## config.mk

```make
export PLATFORM = sky130hd
export DESIGN_NAME = hd_reconstruct
export DESIGN_NICKNAME = d
export VERILOG_FILES = /design/src/rtl/hd_reconstruct.sv
export SDC_FILE = /design/constraint.sdc
export NUM_CORES = 1
export LEC_CHECK = 0
export CORE_UTILIZATION = 23
export CTS_CLUSTER_DIAMETER = 40
export DETAILED_ROUTE_END_ITERATION = 7
export PLACE_DENSITY = 0.4
export REMOVE_ABC_BUFFERS = 1
export SLEW_MARGIN = 30
export SYNTH_ARGS = -nofsm -noshare
export SYNTH_HDL_FRONTEND = slang
export SYNTH_SLANG_ARGS = --single-unit
export TNS_END_PERCENT = 100
```

## constraint.sdc

```tcl
create_clock -name clk -period 14.5 [get_ports clk]
set_input_delay 2.175 -clock clk [delete_from_list [all_inputs] [get_ports clk]]
set_output_delay 2.175 -clock clk [all_outputs]
set_load 0.01 [all_outputs]
```

## src/rtl/hd_reconstruct.sv

```systemverilog
// rtl/hd_reconstruct.sv - helper-data key reconstruction, 2-stage pipeline + FSM (optional HD_RECON_SOFTFAIL_EN)
// Each row contributes one key bit. The distance d between the captured
// response and the row mask is compared against the stored helper value.
// With HD_RECON_SOFTFAIL_EN defined, an erasure decodes to the nearer centre
// instead of 0.
module hd_reconstruct #(
    parameter int N_ROWS = 128,
    parameter int RESP_W = 128
) (
    input  logic              clk,
    input  logic              rst,
    input  logic              start,
    input  logic [RESP_W-1:0] Pr,
    input  logic [6:0]        Hsl,
    input  logic [6:0]        Hsh,
    input  logic [6:0]        t,
    input  logic              row_valid,
    output logic              row_ready,
    input  logic [RESP_W-1:0] F_row,
    input  logic [6:0]        hd_in,
    output logic              busy,
    output logic              done,
    output logic [N_ROWS-1:0] Ssk_out,
    output logic [N_ROWS-1:0] erasure_map,
    output logic [7:0]        erasure_cnt
);

    localparam int IDX_W = (N_ROWS > 1) ? $clog2(N_ROWS) : 1;
    localparam logic [IDX_W-1:0] LAST_IDX = IDX_W'(N_ROWS - 1);

    typedef enum logic [1:0] {
        IDLE  = 2'd0,
        LOAD  = 2'd1,
        DRAIN = 2'd2,
        DONE  = 2'd3
    } state_t;

    state_t             state_q;
    logic               row_ready_q;
    logic               busy_q;
    logic               done_q;
    logic [IDX_W-1:0]   idx_q;

    logic [RESP_W-1:0]  pr_q, pr_d;
    logic [6:0]         hsl_q, hsl_d;
    logic [6:0]         hsh_q, hsh_d;
    logic [6:0]         t_q, t_d;

    logic               s1_valid_q, s1_valid_d;
    logic [7:0]         s1_dist_q, s1_dist_d;
    logic [6:0]         s1_hd_q, s1_hd_d;
    logic [IDX_W-1:0]   s1_idx_q, s1_idx_d;

    logic [N_ROWS-1:0]  ssk_q, ssk_d;
    logic [N_ROWS-1:0]  emap_q, emap_d;
    logic [7:0]         ecnt_q, ecnt_d;

    logic               start_accept;
    logic               row_accept;
    logic [RESP_W-1:0]  diff;
    logic [7:0]         pop;
    logic [6:0]         delta;
    logic [6:0]         e1;
    logic [6:0]         e0;
    logic               bit_val;
    logic               is_erasure;

    assign start_accept = (state_q == IDLE) && start;
    assign row_accept   = row_valid && row_ready_q;

    assign row_ready    = row_ready_q;
    assign busy         = busy_q;
    assign done         = done_q;
    assign Ssk_out      = ssk_q;
    assign erasure_map  = emap_q;
    assign erasure_cnt  = ecnt_q;

    // Control FSM: sequencing, row index and registered handshake/status outputs
    always_ff @(posedge clk or negedge rst) begin
        if (!rst) begin
            state_q     <= IDLE;
            row_ready_q <= 1'b0;
            busy_q      <= 1'b0;
            done_q      <= 1'b0;
            idx_q       <= '0;
        end else begin
            case (state_q)
                IDLE: begin
                    done_q <= 1'b0;
                    if (start) begin
                        state_q     <= LOAD;
                        row_ready_q <= 1'b1;
                        busy_q      <= 1'b1;
                        idx_q       <= '0;
                    end
                end
                LOAD: begin
                    if (row_accept) begin
                        if (idx_q == LAST_IDX) begin
                            state_q     <= DRAIN;
                            row_ready_q <= 1'b0;
                        end else begin
                            idx_q <= idx_q + 1'b1;
                        end
                    end
                end
                DRAIN: begin
                    // The last row is still in stage 1 on the first DRAIN cycle
                    if (!s1_valid_q) begin
                        state_q <= DONE;
                        done_q  <= 1'b1;
                    end
                end
                DONE: begin
                    state_q <= IDLE;
                    done_q  <= 1'b0;
                    busy_q  <= 1'b0;
                end
                default: begin
                    state_q     <= IDLE;
                    row_ready_q <= 1'b0;
                    busy_q      <= 1'b0;
                    done_q      <= 1'b0;
                end
            endcase
        end
    end

    // Run configuration is latched only when a start is accepted
    always_comb begin
        pr_d  = pr_q;
        hsl_d = hsl_q;
        hsh_d = hsh_q;
        t_d   = t_q;
        if (start_accept) begin
            pr_d  = Pr;
            hsl_d = Hsl;
            hsh_d = Hsh;
            t_d   = t;
        end
    end

    // Stage 1: Hamming distance between the captured response and the mask row
    always_comb begin
        diff = pr_q ^ F_row;
        pop  = '0;
        for (int k = 0; k < RESP_W; k++) begin
            pop = pop + 8'(diff[k]);
        end
        s1_valid_d = row_accept;
        s1_dist_d  = s1_dist_q;
        s1_hd_d    = s1_hd_q;
        s1_idx_d   = s1_idx_q;
        if (row_accept) begin
            s1_dist_d = pop;
            s1_hd_d   = hd_in;
            s1_idx_d  = idx_q;
        end
    end

    // Stage 2: offset match against both centres and key/erasure bookkeeping
    always_comb begin
        // 8-bit difference truncated to 7 bits gives the mod-128 offset; d=128 acts as 0
        delta      = 7'({1'b0, s1_hd_q} - s1_dist_q);
        e1         = (delta >= hsh_q) ? (delta - hsh_q) : (hsh_q - delta);
        e0         = (delta >= hsl_q) ? (delta - hsl_q) : (hsl_q - delta);
        is_erasure = 1'b0;
        if (e1 <= t_q) begin
            bit_val = 1'b1;
        end else if (e0 <= t_q) begin
            bit_val = 1'b0;
        end else begin
            is_erasure = 1'b1;
`ifdef HD_RECON_SOFTFAIL_EN
            bit_val = (e1 <= e0);
`else
            bit_val = 1'b0;
`endif
        end

        ssk_d  = ssk_q;
        emap_d = emap_q;
        ecnt_d = ecnt_q;
        if (start_accept) begin
            ssk_d  = '0;
            emap_d = '0;
            ecnt_d = '0;
        end else if (s1_valid_q) begin
            ssk_d[s1_idx_q] = bit_val;
            if (is_erasure) begin
                emap_d[s1_idx_q] = 1'b1;
                if (ecnt_q != 8'hFF) begin
                    ecnt_d = ecnt_q + 8'd1;
                end
            end
        end
    end

    // Datapath registers: configuration, pipeline stage 1 and result vectors
    always_ff @(posedge clk or negedge rst) begin
        if (!rst) begin
            pr_q       <= '0;
            hsl_q      <= '0;
            hsh_q      <= '0;
            t_q        <= '0;
            s1_valid_q <= 1'b0;
            s1_dist_q  <= '0;
            s1_hd_q    <= '0;
            s1_idx_q   <= '0;
            ssk_q      <= '0;
            emap_q     <= '0;
            ecnt_q     <= '0;
        end else begin
            pr_q       <= pr_d;
            hsl_q      <= hsl_d;
            hsh_q      <= hsh_d;
            t_q        <= t_d;
            s1_valid_q <= s1_valid_d;
            s1_dist_q  <= s1_dist_d;
            s1_hd_q    <= s1_hd_d;
            s1_idx_q   <= s1_idx_d;
            ssk_q      <= ssk_d;
            emap_q     <= emap_d;
            ecnt_q     <= ecnt_d;
        end
    end

endmodule
```

==> impl_metrics.xml <==
<?xml version="1.0" encoding="UTF-8"?>
<metrics>
  <group name="outcome">
    <metric name="outcome" unit="">finished clean</metric>
  </group>
  <group name="die">
    <metric name="die-height" unit="um">326</metric>
    <metric name="fp.dieArea" unit="sq um">106000</metric>
    <metric name="initial_core_util" unit="">0.233</metric>
    <metric name="boundaryPins" unit="">555</metric>
    <metric name="dieWidth" unit="um">326</metric>
    <metric name="floorplan.rows" unit="">118</metric>
    <metric name="fp.coreArea" unit="sq um">104000</metric>
  </group>
  <group name="sta">
    <metric name="max_slew_margin" unit="">0.346</metric>
    <metric name="setup-violations-final" unit="">0</metric>
    <metric name="rsz_0062_raised_after_global_routing" unit="">no</metric>
    <metric name="timing.final.ws_setup" unit="ps">4750</metric>
    <metric name="report.final.slew_viol_count" unit="">0</metric>
    <metric name="max_freq" unit="MHz">103</metric>
    <metric name="final.setup.tns" unit="ps">0</metric>
    <metric name="min_period" unit="ps">9750</metric>
    <metric name="worst_pin_slew" unit="ps">978</metric>
    <metric name="clock_skew" unit="ps">34.5</metric>
    <metric name="min_period_over_period" unit="">0.673</metric>
    <metric name="hold_violations" unit="">0</metric>
  </group>
  <group name="yosys">
    <metric name="distinct_cell_type_count_after_synthesis" unit="">70</metric>
    <metric name="synth_seq_area_share" unit="">0.462</metric>
    <metric name="yosys_register_bits" unit="">447</metric>
    <metric name="syn_avg_cell_area" unit="sq um">9.90</metric>
    <metric name="synth_ff_type" unit="">sky130_fd_sc_hd__dfrtp_1</metric>
    <metric name="mappedNetlistArea" unit="sq um">24200</metric>
    <metric name="syn_inst" unit="">2444</metric>
    <metric name="synthArstFlopShare" unit="">1.00</metric>
    <metric name="number_of_enable_flip_flop_cells_after_synthesis" unit="">0</metric>
    <metric name="yosys_warnings" unit="">0</metric>
  </group>
  <group name="placed_design">
    <metric name="detailedPlace.worstSlack" unit="ps">3940</metric>
    <metric name="hpwl" unit="um">64500</metric>
    <metric name="count_of_input_and_output_buffers" unit="">554</metric>
    <metric name="gp_routability_congestion" unit="">0.820</metric>
  </group>
  <group name="grt">
    <metric name="antenna_found_initial" unit="">26</metric>
    <metric name="vias_in_the_first_global_route" unit="">21000</metric>
    <metric name="grt_max_degree" unit="">100</metric>
    <metric name="global_route_wire_length_before_repair" unit="um">133000</metric>
    <metric name="aggregate_global_route_resource_usage" unit="">0.165</metric>
    <metric name="total_congestion_overflow" unit="">0</metric>
  </group>
  <group name="clocking">
    <metric name="clock_tree.htree_level_count" unit="">3</metric>
    <metric name="cts_max_path_buffers" unit="">3</metric>
    <metric name="clk_latency" unit="ps">670</metric>
    <metric name="clock_transition_at_path_regs" unit="ps">50</metric>
    <metric name="post_cts.resized_instances" unit="">0</metric>
    <metric name="cts_tree" unit="">done</metric>
    <metric name="cts_inserted_buffers" unit="">102</metric>
    <metric name="postCtsHoldBufs" unit="">0</metric>
    <metric name="cts_num_sinks" unit="">447</metric>
    <metric name="root_buffer" unit="">sky130_fd_sc_hd__clkbuf_16</metric>
    <metric name="setup_repair_bufs_after_cts" unit="">0</metric>
  </group>
  <group name="hold_path">
    <metric name="min_path_type" unit="">reg -&gt; reg</metric>
  </group>
  <group name="detailed_routing">
    <metric name="residual_drc" unit="">0</metric>
    <metric name="post_drt_wl_per_cell" unit="um">19.5</metric>
    <metric name="drtIter0Drc" unit="">783</metric>
    <metric name="per_cell_via_count_in_the_routed_design" unit="">4.29</metric>
    <metric name="detail-route-antenna-nets" unit="">0</metric>
    <metric name="drt_pass1_iterations" unit="">4</metric>
    <metric name="postRouteWirelength" unit="um">87300</metric>
    <metric name="route.vias.total" unit="">19200</metric>
  </group>
  <group name="layout">
    <metric name="most_common_cell_after_layout_fill_and_taps_aside" unit="">sky130_fd_sc_hd__nand2_1</metric>
    <metric name="area_occupied_by_registers" unit="sq um">11200</metric>
    <metric name="final_nets" unit="">3487</metric>
    <metric name="layout-drive-gt1-share" unit="">0.109</metric>
    <metric name="multi_input_gate_area" unit="sq um">11800</metric>
    <metric name="mostFrequentLayoutCells" unit="">621 x sky130_fd_sc_hd__nand2_1, 553 x sky130_fd_sc_hd__clkdlybuf4s50_1, 447 x sky130_fd_sc_hd__dfrtp_1</metric>
    <metric name="area_delta_synth_final" unit="%">44.9</metric>
    <metric name="fillers" unit="">10700</metric>
  </group>
  <group name="setup_path">
    <metric name="cp.arrival" unit="ps">10300</metric>
    <metric name="reg2regPathDepth" unit="">27</metric>
    <metric name="endpoint" unit="">s1_dist_q[6]</metric>
    <metric name="worstReg2RegEnd" unit="">s1_dist_q[6]</metric>
    <metric name="worstPathMaxFanout" unit="">2</metric>
    <metric name="cp-start-kind" unit="">primary input</metric>
    <metric name="worstReg2RegStart" unit="">pr_q[109]</metric>
    <metric name="cp_data_required_time" unit="ps">15040</metric>
    <metric name="critical_path.endpoint_type" unit="">flop</metric>
    <metric name="reg2reg_slack" unit="ps">6340</metric>
    <metric name="setup.worst_path.class" unit="">in -&gt; reg</metric>
    <metric name="worstSetupStartpoint" unit="">F_row[109]</metric>
  </group>
  <group name="flow_run">
    <metric name="timing.max_cap.violations" unit="">0</metric>
  </group>
</metrics>
synth_stat cells (8+ instances only):
cell | instances | area [sq um]
sky130_fd_sc_hd__a211oi_1 | 14 | 105
sky130_fd_sc_hd__a211oi_2 | 69 | 863
sky130_fd_sc_hd__a21oi_1 | 67 | 335
sky130_fd_sc_hd__a311oi_1 | 8 | 70.1
sky130_fd_sc_hd__a311oi_2 | 40 | 601
sky130_fd_sc_hd__and3_1 | 8 | 50.1
sky130_fd_sc_hd__buf_2 | 20 | 100
sky130_fd_sc_hd__buf_6 | 13 | 146
sky130_fd_sc_hd__clkbuf_1 | 76 | 285
sky130_fd_sc_hd__clkbuf_2 | 8 | 40.0
sky130_fd_sc_hd__dfrtp_1 | 447 | 11200
sky130_fd_sc_hd__fa_1 | 120 | 2400
sky130_fd_sc_hd__ha_1 | 76 | 951
sky130_fd_sc_hd__inv_1 | 173 | 649
sky130_fd_sc_hd__nand2_1 | 622 | 2330
sky130_fd_sc_hd__nand3_1 | 26 | 130
sky130_fd_sc_hd__nor2_1 | 187 | 702
sky130_fd_sc_hd__nor2b_1 | 18 | 113
sky130_fd_sc_hd__o21ai_0 | 170 | 851
sky130_fd_sc_hd__o21ai_1 | 13 | 65.1
sky130_fd_sc_hd__xnor2_1 | 67 | 587
sky130_fd_sc_hd__xor2_1 | 85 | 744
area by class of cell:
class / instances / share of cell area
clock buffers: 125 / 0.0796
clock inverters: 68 / 0.0308
diodes: 3 / 0.000214
flip-flops and latches: 447 / 0.319
inverters: 173 / 0.0185
well taps: 1380 / 0.0493
repair buffers: 579 / 0.166
multi-input cells: 1700 / 0.337
per-stage QoR:
step | util | hold WS, ps | instance area (sq um) | std cells
finish | 0.337 | 473 | 35100 | 4475
global route | 0.337 | 501 | 35000 | 4473
CTS | 0.336 | 480 | 35000 | 4469
detailed placement | 0.299 | 469 | 31100 | 4276
global placement | 0.299 | 460 | 31100 | 4276
floorplan | - | 449 | 23600 | 2320
registers in the layout, indices dropped and copies added (netlist names), 7 cells and up:
| register | flops |
|---|---|
| hsh_q | 7 |
| t_q | 7 |
| s1_idx_q | 7 |
| s1_dist_q | 7 |
| erasure_map | 128 |
| hsl_q | 7 |
| s1_hd_q | 7 |
| erasure_cnt | 8 |
| pr_q | 128 |
| Ssk_out | 128 |
| idx_q | 7 |
layer usage:
metal	vias to the layer above	GRT usage	share of wire	wire, um
met2	574	0.275	0.48	41500
met1	9274	0.194	0.40	35400
met4	38	0.0572	0.032	2770
met3	172	0.0616	0.085	7430
li1	9160	-	-	-
met5	-	0	0.0029	252
worst min path at each step:
stage	start	to	slack [ps]	cells past startpoint
floorplan	s1_dist_q[4]	s1_dist_q[4]	450	2
global placement	erasure_map[119]	erasure_map[119]	460	2
detailed placement	erasure_map[77]	erasure_map[77]	470	2
CTS	erasure_map[88]	erasure_map[88]	480	2
global route	erasure_map[126]	erasure_map[126]	500	2
finish	erasure_map[3]	erasure_map[3]	470	2
critical path: stages:
cell                              delay (ps)
sky130_fd_sc_hd__clkdlybuf4s50_1         430
sky130_fd_sc_hd__xnor2_1                 450
sky130_fd_sc_hd__fa_1                    530
sky130_fd_sc_hd__fa_1                    540
sky130_fd_sc_hd__inv_1                    50
sky130_fd_sc_hd__fa_1                    570
sky130_fd_sc_hd__inv_1                    70
sky130_fd_sc_hd__fa_1                    500
sky130_fd_sc_hd__inv_1                    60
sky130_fd_sc_hd__fa_1                    500
sky130_fd_sc_hd__inv_1                    60
sky130_fd_sc_hd__fa_1                    500
sky130_fd_sc_hd__fa_1                    510
sky130_fd_sc_hd__inv_1                    50
sky130_fd_sc_hd__fa_1                    480
sky130_fd_sc_hd__inv_1                    60
sky130_fd_sc_hd__fa_1                    500
sky130_fd_sc_hd__fa_1                    500
sky130_fd_sc_hd__inv_1                    70
sky130_fd_sc_hd__ha_1                    170
sky130_fd_sc_hd__inv_1                    60
sky130_fd_sc_hd__fa_1                    380
sky130_fd_sc_hd__nor2b_1                 160
sky130_fd_sc_hd__o21ai_0                 120
sky130_fd_sc_hd__a21oi_1                 210
sky130_fd_sc_hd__o21ai_0                 120
sky130_fd_sc_hd__and4_1                  200
sky130_fd_sc_hd__a221o_1                 250
kinds of logic (layout without fill, tap and decap cells):
kind of cell / count (synthesis) / after routing / synth area share
AND/OR/NAND/NOR: 910 / 910 / 0.151
XOR/XNOR: 152 / 152 / 0.0550
flip-flops: 447 / 447 / 0.462
other: 0 / 3 / 0
multiplexers: 10 / 10 / 0.00429
AO/OA/AOI/OAI: 432 / 432 / 0.136
adder cells (fa/ha/maj): 196 / 196 / 0.139
buffers and inverters: 297 / 945 / 0.0517
Power is not shown: default switching activity piles up to over one toggle a cycle in this logic, so the estimate is an artifact.
